### config.mk
export PLATFORM = sky130hd
export DESIGN_NAME = regfile_dump_reader
export DESIGN_NICKNAME = d
export VERILOG_FILES = /design/src/rtl/regfile_pkg.sv /design/src/rtl/regfile_dump_reader.sv
export SDC_FILE = /design/constraint.sdc
export NUM_CORES = 1
export LEC_CHECK = 0
export BUFFER_PORTS_ARGS = -buffer_cell sky130_fd_sc_hd__buf_2
export CAP_MARGIN = 20
export CORE_MARGIN = 2
export CORE_UTILIZATION = 40
export DETAILED_ROUTE_END_ITERATION = 12
export MAX_ROUTING_LAYER = met4
export PLACE_DENSITY = 0.67
export SYNTH_ARGS = -nofsm -noshare
export SYNTH_HDL_FRONTEND = slang
export SYNTH_SLANG_ARGS = --single-unit
### constraint.sdc
create_clock -name clk -period 1.6 [get_ports clk]
set_clock_uncertainty 0.05 [all_clocks]
set_input_delay 0.16 -clock clk [delete_from_list [all_inputs] [get_ports clk]]
set_output_delay 0.16 -clock clk [all_outputs]
set_load 0.01 [all_outputs]
### src/rtl/regfile_pkg.sv
// Shared types and helpers for the register-file dump reader.
package regfile_pkg;

  typedef enum logic [1:0] {
    IDLE   = 2'd0,
    READ   = 2'd1,
    DRAIN  = 2'd2,
    FINISH = 2'd3
  } state_t;

  // Address width for an n-entry register file; never narrower than one bit.
  function automatic int addr_w(input int n);
    return (n > 1) ? $clog2(n) : 1;
  endfunction

endpackage

### src/rtl/regfile_dump_reader.sv
// Walks a wrap-around address range of the register file and streams each
// word out through a single valid/ready holding register.
module regfile_dump_reader
  import regfile_pkg::*;
#(
  parameter int WIDTH = 32,
  parameter int N     = 4,
  localparam int AW   = addr_w(N),
  localparam int CW   = $clog2(N + 1)
) (
  input  logic             clk,
  input  logic             rst,
  input  logic             start,
  input  logic [AW-1:0]    base_addr,
  input  logic [CW-1:0]    num_words,
  output logic             busy,
  output logic             done,
  output logic             rf_read_en,
  output logic [AW-1:0]    rf_read_addr,
  input  logic [WIDTH-1:0] rf_data_in,
  output logic             m_valid,
  input  logic             m_ready,
  output logic [WIDTH-1:0] m_data,
  output logic             m_last
);

  state_t        state_q;
  state_t        state_next;
  logic [AW-1:0] addr_q;
  logic [CW-1:0] rem_q;
  logic          slot_free;
  logic          issue;

  assign slot_free    = !m_valid || m_ready;
  assign busy         = (state_q != IDLE);
  assign rf_read_addr = addr_q;

  always_comb begin
    state_next = state_q;
    rf_read_en = 1'b0;
    issue      = 1'b0;
    done       = 1'b0;
    case (state_q)
      IDLE: begin
        if (start) begin
          state_next = (num_words == '0) ? FINISH : READ;
        end
      end
      READ: begin
        // A read is only issued when the holding register is empty or draining.
        rf_read_en = slot_free;
        issue      = slot_free;
        if (slot_free && rem_q == CW'(1)) begin
          state_next = DRAIN;
        end
      end
      DRAIN: begin
        if (m_valid && m_ready) begin
          state_next = FINISH;
        end
      end
      FINISH: begin
        done       = 1'b1;
        state_next = IDLE;
      end
      default: state_next = IDLE;
    endcase
  end

  always_ff @(posedge clk or posedge rst) begin
    if (rst) begin
      state_q <= IDLE;
      addr_q  <= '0;
      rem_q   <= '0;
      m_valid <= 1'b0;
      m_last  <= 1'b0;
      m_data  <= '0;
    end else begin
      state_q <= state_next;
      if (state_q == IDLE && start) begin
        addr_q <= base_addr;
        rem_q  <= num_words;
      end
      if (issue) begin
        m_data  <= rf_data_in;
        m_valid <= 1'b1;
        m_last  <= (rem_q == CW'(1));
        // Explicit wrap so non-power-of-two N stays in range.
        addr_q  <= (addr_q == AW'(N - 1)) ? '0 : addr_q + AW'(1);
        rem_q   <= rem_q - CW'(1);
      end else if (state_q == DRAIN && m_valid && m_ready) begin
        m_valid <= 1'b0;
        m_last  <= 1'b0;
      end
    end
  end

endmodule

Word-level counts from Yosys, hierarchy flattened
Index checks and enable logic that the tools add are counted.
{"block": "word_totals", "word_cells": 44, "input_bits": 41, "out_inout_bits": 39, "reg_bits": 41}
{"block": "classes", "add_sub_neg": 2, "reduce_logical": 13, "muxes": 15, "eq_ne": 8}
{"cell": "$mux W2", "count": 7}
{"cell": "$pmux W2 S4", "count": 1}
{"cell": "$eq A2 B2 Y1 const B", "count": 3}
{"cell": "$mux W3", "count": 2}
{"cell": "$ne A2 B2 Y1 const B", "count": 3}
{"cell": "$reduce_bool A2 Y1", "count": 3}
{"cell": "$logic_and A1 B1 Y1", "count": 5}
{"cell": "$mux W1", "count": 5}
{"cell": "$eq A3 B1 Y1 const B", "count": 1}
{"cell": "$logic_not A3 Y1", "count": 1}
{"cell": "$reduce_and A3 Y1", "count": 1}
{"cell": "$sub A3 B1 Y3 const B", "count": 1}
{"cell": "$add A2 B1 Y2 const B", "count": 1}
{"cell": "$eq A2 B1 Y1 const B", "count": 1}
{"cell": "$logic_not A2 Y1", "count": 1}
{"cell": "$logic_not A1 Y1", "count": 1}
{"cell": "$logic_or A1 B1 Y1", "count": 1}

Depth between registers and ports, before layout
Gate-level depths: netlist (run 1).
{"block": "depth", "ltp_word": 5, "depth_mapped": 8, "mapped_depth_nobuf": 6}

Least setup slack after synthesis (run 1)
OpenSTA, ideal clock, no wires.
{"block": "synth_timing", "path_kind": "register to register", "startpoint": "register state_q[0]", "endpoint": "register rem_q[1]", "t_required_ps": 1424, "path_stages_with_launch": 7, "arrival_ps": 1275, "setup_slack_ps": 149, "path_buffers": 0, "setup_time_ps": 126, "period_less_slack_ps": 1451, "cell_sequence": "dfrtp_1 -> inv_1 -> ha_1 -> nand2_1 -> mux2_2 -> nand2_1 -> o21ai_0"}
{"block": "synth_via", "elab_chain_len": 3, "elab_cells_between_ends": 6, "classes_between": "eq/ne (1); mux (2); reduce/logical (3)"}
{"element": "from (decl)", "line": "regfile_dump_reader.sv:27", "rtl": "state_t state_q;"}
{"element": "from (signal assigned)", "line": "regfile_dump_reader.sv:79", "rtl": "state_q <= state_next;"}
{"element": "$eq A2 B1 Y1 or $logic_not A2 Y1 (tied branches)", "line": "regfile_dump_reader.sv:43, regfile_dump_reader.sv:80"}
{"element": "$mux W1 or $logic_and A1 B1 Y1 (tied branches)", "line": "regfile_dump_reader.sv:43, regfile_dump_reader.sv:80"}
{"element": "$mux W3 or $reduce_bool A2 Y1 (tied branches)"}
{"element": "to (signal assigned)", "line": "regfile_dump_reader.sv:82", "rtl": "rem_q <= num_words;"}
{"element": "to (signal assigned)", "line": "regfile_dump_reader.sv:90", "rtl": "rem_q <= rem_q - CW'(1);"}
{"element": "to (decl)", "line": "regfile_dump_reader.sv:30", "rtl": "logic [CW-1:0] rem_q;"}
Several ways; a longest one is shown, not always the timed one.
A chain may end at the register's enable or synchronous reset.

Final worst setup path (run 1)
{"block": "layout_timing", "startpoint": "register state_q[0]", "endpoint": "output rf_read_en"}
{"block": "layout_via", "elab_chain_len": 2}
{"element": "$eq A2 B1 Y1", "line": "regfile_dump_reader.sv:43", "rtl": "case (state_q)"}
{"element": "$mux W1", "line": "regfile_dump_reader.sv:43"}
{"element": "to (decl)", "line": "regfile_dump_reader.sv:18", "rtl": "output logic rf_read_en,"}
No other way between the ends.

==> impl_metrics.csv, run 1 <==
group,metric,value,unit
routing,top_layer,"met4",
sta,post-route-period-util,92.60,%
hold_path,hold_class,"in2reg",
routing,met2_length,1819,microns
clocking,htree_levels,2,
critical_path,worstSetupStartpointType,"flop",
sta,slew_violations,0,
logic_synthesis,synth_enable_flop_cells,0,
power,leakage,1.425,nW
critical_path,path_class,"reg2out",
clocking,clk_path_buf_depth,2,
logic_synthesis,ys_types,23,
logic_synthesis,syn_area_per_cell,9.178,sq um
global_routing,grt_pass1_wl,6624,microns
routing,ant_nets,0,
global_routing,gr-usage-all-layers,17.12,%
routing,first_iter_violations,43,
critical_path,cp_cell_sequence,"ha_4 -> nand2_2 -> clkinv_4 -> buf_2",
logic_synthesis,synth_ff_type,"dfrtp_1",
critical_path,crit_fanout,6,
critical_path,cp.arrival,1270,ps
routing,firstDrtPassIters,4,
flow_run,maxCapViolCount,0,
logic_synthesis,ys_warn_count,0,
sta,setup_violations,0,
clocking,cts_made_buffers,5,
global_routing,grt_pass1_vias,1490,
logic_synthesis,syn_nets,243,
critical_path,cp-end-kind,"primary output",
clocking,cts.sinks,41,
sta,max_freq,0.6749,GHz
clocking,cts.reportedPaths.clkPinSlew,80,ps
critical_path,critical_path.top_delay_family,"flip-flops",
sta,slew_headroom,52.05,%
global_routing,grt_overflow,0,
power,peakVddDrop,1.017,mV
finish,num-fill-cells,418,
routing,dr_total_vias,1525,
logic_synthesis,ys_seq_area_share,57.62,%
place,io_buffers,79,
logic_synthesis,synth_seq_cells,41,
finish,area_growth,37.53,%
power,total_power,4.833,mW
floorplanning,dieArea,5001,sq um
global_routing,antenna_found_initial,0,
finish,drive_gt1_share,36.49,%
routing,wl_met1,1684,microns
floorplanning,rows,24,
clocking,insertion_delay,280,ps
floorplanning,core,4324,sq um
sta,tns,0,ps
place,post-dp-hpwl,2872,microns
finish,final_nets,333,
logic_synthesis,syn_area,1780,sq um
routing,drc,0,
sta,rsz0062_at_grt,"false",
status,status,"completed",
routing,dr_wl_met3,278,microns
critical_path,cp_data_required_time,1390,ps
sta,fin_crit,1482,ps
floorplanning,die_h,70.72,microns
sta,tightestPinTransition,714.8,ps
logic_synthesis,synth_cells,194,
routing,drt_wl_total,3843,microns
floorplanning,die_x,70.72,microns
critical_path,slowest_delay,440,ps
routing,post_drt_wl_per_cell,11.40,microns
floorplanning,io_pins,80,
clocking,cts_tree,"done",
power,p_per_area,1974,nW/um^2
logic_synthesis,synthArstFlopShare,100.0,%
sta,hold_viol,0,
critical_path,crit_buf_inv,2,
floorplanning,start_util,41.17,%
routing,viasPerCell,4.525,
critical_path,cp_slowest_cell,"dfrtp_1",
clocking,root_buffer,"clkbuf_8",
finish,antennaDiodeCount,0,
global_routing,grt_max_degree,23,
place,gp_congestion,0.6858,
-- tightest hold or removal path, stage by stage --
cell and delay (ps):
buf_2 70, nand2_1 40, nand2_1 40
-- power by group --
part | internal (mW) | total [mW] | switching, mW
Combinational | 0.971 | 2.17 | 1.20
Clock | 0.508 | 0.845 | 0.337
Sequential | 1.54 | 1.82 | 0.284
Total | 3.02 | 4.83 | 1.82
-- through the flow --
stage	setup WS (ps)	hold WS [ps]	util [%]	cell area, sq um	cells
4_1_cts	32.88	1.685	55.93	2419	333
3_3_place_gp	99.92	176.8	52.60	2275	324
5_1_grt	31.32	4.170	56.63	2449	337
3_5_place_dp	23.53	172.3	52.60	2275	324
2_1_floorplan	149.4	215.4	-	1780	194
6_report	118.4	6.885	56.63	2449	337
-- cells in the final DEF, fill, tap and decap left out, types with 2 or more instances in the layout --
| master | netlist | layout |
|---|---|---|
| nand2b_1 | 2 | 2 |
| clkbuf_8 | 0 | 6 |
| dfrtp_1 | 41 | 41 |
| nand2_1 | 101 | 101 |
| nor3_1 | 2 | 2 |
| inv_1 | 6 | 3 |
| o21ai_0 | 4 | 4 |
| nor2_1 | 3 | 3 |
| a21oi_1 | 2 | 2 |
| buf_4 | 2 | 9 |
| buf_2 | 5 | 79 |
| buf_12 | 0 | 2 |
| nand3_1 | 2 | 2 |
| mux2i_1 | 6 | 6 |
| ha_1 | 8 | 7 |
| inv_2 | 1 | 2 |
-- cell families after synthesis --
kind of cell / after synthesis / synth area share [%]
AO/OA/AOI/OAI: 10 / 3.584
adder cells (fa/ha/maj): 8 / 5.622
buffers and inverters: 15 / 3.934
flip-flops: 41 / 57.62
multiplexers: 7 / 4.006
AND/OR/NAND/NOR: 113 / 25.23
-- worst paths after layout --
check	slack [ps]	to	depth (start not counted)	from
max	120	rf_read_en	4	state_q[0]$_DFFE_PP0P_
min	7	m_data[27]$_DFFE_PP0P_	3	rf_data_in[27]
max reg2reg	140	rem_q[1]$_DFFE_PP0P_	6	state_q[0]$_DFFE_PP0P_
min reg2reg	420	m_data[2]$_DFFE_PP0P_	2	m_data[2]$_DFFE_PP0P_
max in group asynchronous	600	m_data[10]$_DFFE_PP0P_	4	rst
min in group asynchronous	400	m_data[24]$_DFFE_PP0P_	3	rst
-- metal layers --
layer	up-vias	track usage (%)
met3	7	5.698
met5	-	-
met1	684	21.38
met2	51	27.00
met4	0	4.403
li1	783	-
-- cells in the mapped netlist, types with 2 or more instances --
master    count  area share, %
a21oi_1       2           0.56
buf_2         5            1.4
buf_4         2           0.84
dfrtp_1      41             58
ha_1          8            5.6
inv_1         6            1.3
mux2i_1       6            3.4
nand2_1     101             21
nand2b_1      2           0.70
nand3_1       2           0.56
nor2_1        3           0.63
nor3_1        2           0.56
o21ai_0       4            1.1
-- state kept, by name, summed over array words and instances (netlist names) --
name          flops
rem_q             3
m_last            1
m_data           32
m_valid           1
rf_read_addr      2
state_q           2
-- area by class of cell --
class / instances / area, sq um / area share (%)
clock buffer: 7 / 86.33 / 3.526
inverter: 7 / 31.28 / 1.277
tap: 52 / 65.06 / 2.657
multi-input combinational: 138 / 696.9 / 28.46
timing repair buffer: 91 / 513.0 / 20.95
clock inverter: 1 / 30.03 / 1.226
sequential: 41 / 1026 / 41.90
-- repair_timing --
item,CTS,global route
gates resized for setup,5,2
endpoints found under the setup margin,1,4
setup buffers,0,4
hold endpoints to repair,19,0
hold buffers,1,0
cloned,0,0
pin swaps,0,1
Power figures use the tool's default switching activity.
==> inputs of run 2 (changes only) <==
--- a/config.mk
+++ b/config.mk
@@ -5,13 +5,15 @@
 export SDC_FILE = /design/constraint.sdc
 export NUM_CORES = 1
 export LEC_CHECK = 0
+export ABC_AREA = 1
 export BUFFER_PORTS_ARGS = -buffer_cell sky130_fd_sc_hd__buf_2
 export CAP_MARGIN = 20
 export CORE_MARGIN = 2
 export CORE_UTILIZATION = 40
 export DETAILED_ROUTE_END_ITERATION = 12
 export MAX_ROUTING_LAYER = met4
-export PLACE_DENSITY = 0.67
+export PLACE_DENSITY = 0.66
+export SETUP_SLACK_MARGIN = 0.02
 export SYNTH_ARGS = -nofsm -noshare
 export SYNTH_HDL_FRONTEND = slang
 export SYNTH_SLANG_ARGS = --single-unit
==> impl_metrics.csv, run 2 <==
group,metric,value,unit
status,status,"completed",
critical_path,crit_fanout,15,
floorplanning,io_pins,80,
logic_synthesis,ys_types,18,
finish,final_common_cell,"nand2_1",
logic_synthesis,synth_cells,218,
floorplanning,die_x,72.82,microns
critical_path,cp_slowest_cell,"dfrtp_1",
routing,ant_nets,0,
critical_path,slowest_delay,400,ps
finish,seq_area,1027,sq um
clocking,cts.sinks,41,
sta,max_freq,0.6707,GHz
routing,first_iter_violations,110,
sta,slew_violations,0,
finish,regMostFlops,"m_data",
power,pwr-share-comb,4.3,%
finish,largest_reg_flops,32,
logic_synthesis,synth_top_area_share,54.16,%
clocking,cts_made_buffers,5,
sta,fin_crit,1491,ps
sta,tns,0,ps
finish,stdcell_area,2554,sq um
logic_synthesis,synth_ff_type,"dfrtp_1",
logic_synthesis,synth_area_leaders,"dfrtp_1 (54%), nand2_1 (22%), ha_1 (5.3%)",
critical_path,path_class,"reg2out",
global_routing,grt_max_degree,42,
clocking,cts_tree,"done",
logic_synthesis,syn_area_per_cell,8.690,sq um
sta,tightestPinTransition,226.1,ps
routing,dr_total_vias,1661,
logic_synthesis,synth_most_common_cell,"nand2_1",
logic_synthesis,synth_enable_flop_cells,0,
routing,drt_wl_total,4109,microns
place,place_area,2346,sq um
finish,area_growth,34.81,%
finish,reg_top3,"m_data x32, rem_q x3",
power,leakage,1.611,nW
critical_path,cp-end-kind,"primary output",
logic_synthesis,synth_seq_cells,41,
logic_synthesis,synthArstFlopShare,100.0,%
clocking,clk_path_buf_depth,2,
clocking,root_buffer,"clkbuf_8",
sta,setup_violations,0,
place,gp_congestion,0.7555,
global_routing,grt_pass1_wl,7072,microns
hold_path,hold_class,"in2reg",
floorplanning,rows,25,
global_routing,antenna_found_initial,0,
routing,drc,0,
critical_path,cp.arrival,1280,ps
place,post-dp-hpwl,2879,microns
power,p_int,1.589,mW
clocking,insertion_delay,290,ps
power,p_clk_share,43.5,%
finish,num-fill-cells,467,
sta,rsz0062_at_grt,"false",
floorplanning,start_util,40.92,%
flow_run,maxCapViolCount,0,
finish,drive_gt1_share,37.06,%
logic_synthesis,ys_seq_area_share,54.16,%
clocking,cts.reportedPaths.clkPinSlew,80,ps
sta,slew_headroom,84.92,%
critical_path,worstSetupStartpointType,"flop",
logic_synthesis,yosysTopAreaCell,"dfrtp_1",
power,peakVddDrop,0.5866,mV
power,netSwitchingFraction,19.96,%
routing,firstDrtPassIters,4,
floorplanning,core,4629,sq um
power,pwr-share-seq,52.1,%
floorplanning,die_h,72.82,microns
global_routing,gr-usage-all-layers,17.73,%
logic_synthesis,ys_warn_count,0,
global_routing,grt_overflow,0,
sta,hold_viol,0,
sta,post-route-period-util,93.19,%
finish,antennaDiodeCount,0,
routing,viasPerCell,4.526,
finish,final_nets,361,
clocking,htree_levels,2,
finish,multiInputGateArea,748.2,sq um
routing,post_drt_wl_per_cell,11.20,microns
power,p_switching,0.3963,mW
finish,layout_common_cells,"nand2_1 (112), buf_2 (79), dfrtp_1 (40), nand3_1 (14), buf_4 (10)",
critical_path,cp_data_required_time,1390,ps
place,io_buffers,79,
logic_synthesis,syn_nets,267,
power,p_per_area,777.4,nW/um^2
logic_synthesis,syn_area,1894,sq um
critical_path,cp_cell_sequence,"inv_2 -> ha_4 -> nand2_8 -> inv_16 -> buf_2",
logic_synthesis,netlist_top_cells_count,"nand2_1 (112), dfrtp_1 (41), nand3_1 (14), inv_1 (11), nand2_2 (9)",
global_routing,grt_pass1_vias,1617,
floorplanning,dieArea,5302,sq um
run 2: kinds of logic after synthesis:
family / Yosys count / synth area share [%]
compound gates: 2 / 0.5284
flops: 41 / 54.16
fa+ha+maj: 8 / 5.284
buf+inv: 20 / 7.001
xor+xnor: 1 / 0.4624
simple gates: 146 / 32.56
run 2: path summary, 6_finish.rpt:
check                                         end  slack [ps]                    from  cells past startpoint
max                                    rf_read_en         110  state_q[1]$_DFFE_PP0P_                      5
min                        m_data[23]$_DFFE_PP0P_           7          rf_data_in[23]                      3
max reg2reg                  rem_q[0]$_DFFE_PP0P_         180  state_q[0]$_DFFE_PP0P_                      8
min reg2reg                m_data[26]$_DFFE_PP0P_         420  m_data[26]$_DFFE_PP0P_                      2
max in group asynchronous  state_q[0]$_DFFE_PP0P_         900                     rst                      4
min in group asynchronous    rem_q[1]$_DFFE_PP0P_         390                     rst                      4
run 2: routing by layer:
metal	routed length, microns	GRT usage [%]
met3	241	4.420
met2	1937	28.38
met1	1899	22.43
met4	30	4.938
met5	0	-
run 2: area by class of cell:
class | instances | area share (%)
Clock buffer | 7 | 3.381
Clock inverter | 1 | 1.176
Inverter | 13 | 2.548
Multi-Input combinational cell | 157 | 29.30
Sequential cell | 41 | 40.23
Tap cell | 54 | 2.646
Timing Repair Buffer | 93 | 20.38
Timing Repair inverter | 1 | 0.3430
run 2: stage by stage:
| stage | util [%] | hold slack [ps] | setup WS, ps | std cells | power [mW] |
|---|---|---|---|---|---|
| after global routing | 55.16 | 4.247 | 22.86 | 367 | 2.071 |
| after floorplan | - | 213.9 | 324.8 | 218 | 1.074 |
| after detailed placement | 50.68 | 160.0 | 86.97 | 351 | 1.139 |
| after global placement | 50.68 | 153.6 | 154.4 | 351 | 1.139 |
| final | 55.16 | 6.711 | 109.0 | 367 | 1.985 |
| after CTS | 54.65 | 0.1672 | 56.48 | 364 | 2.017 |
run 2: timing repair:
item | CTS | global route
hold endpoints to repair | 43 | 0
cloned | 1 | 0
hold buffers | 3 | 0
pin swaps | 0 | 1
buffers inserted | 1 | 3
gates resized for setup | 5 | 1
setup endpoints to repair | 1 | 2
run 2: critical path: cells and delay by family (launching register included):
family        cells  cell delay [ps]
flops             1              400
buf+inv           3              320
fa+ha+maj         1              160
simple gates      1              100
run 2: power by group through the flow:
| stage | logic (mW) | registers [mW] | clock network [mW] |
|---|---|---|---|
| 2_1_floorplan | 0.0177 | 1.06 | 0 |
| 3_5_place_dp | 0.0831 | 1.06 | 0 |
| 3_3_place_gp | 0.0836 | 1.06 | 0 |
| 4_1_cts | 0.0888 | 1.03 | 0.893 |
| 5_1_grt | 0.0976 | 1.04 | 0.939 |
| 6_report | 0.0861 | 1.04 | 0.864 |
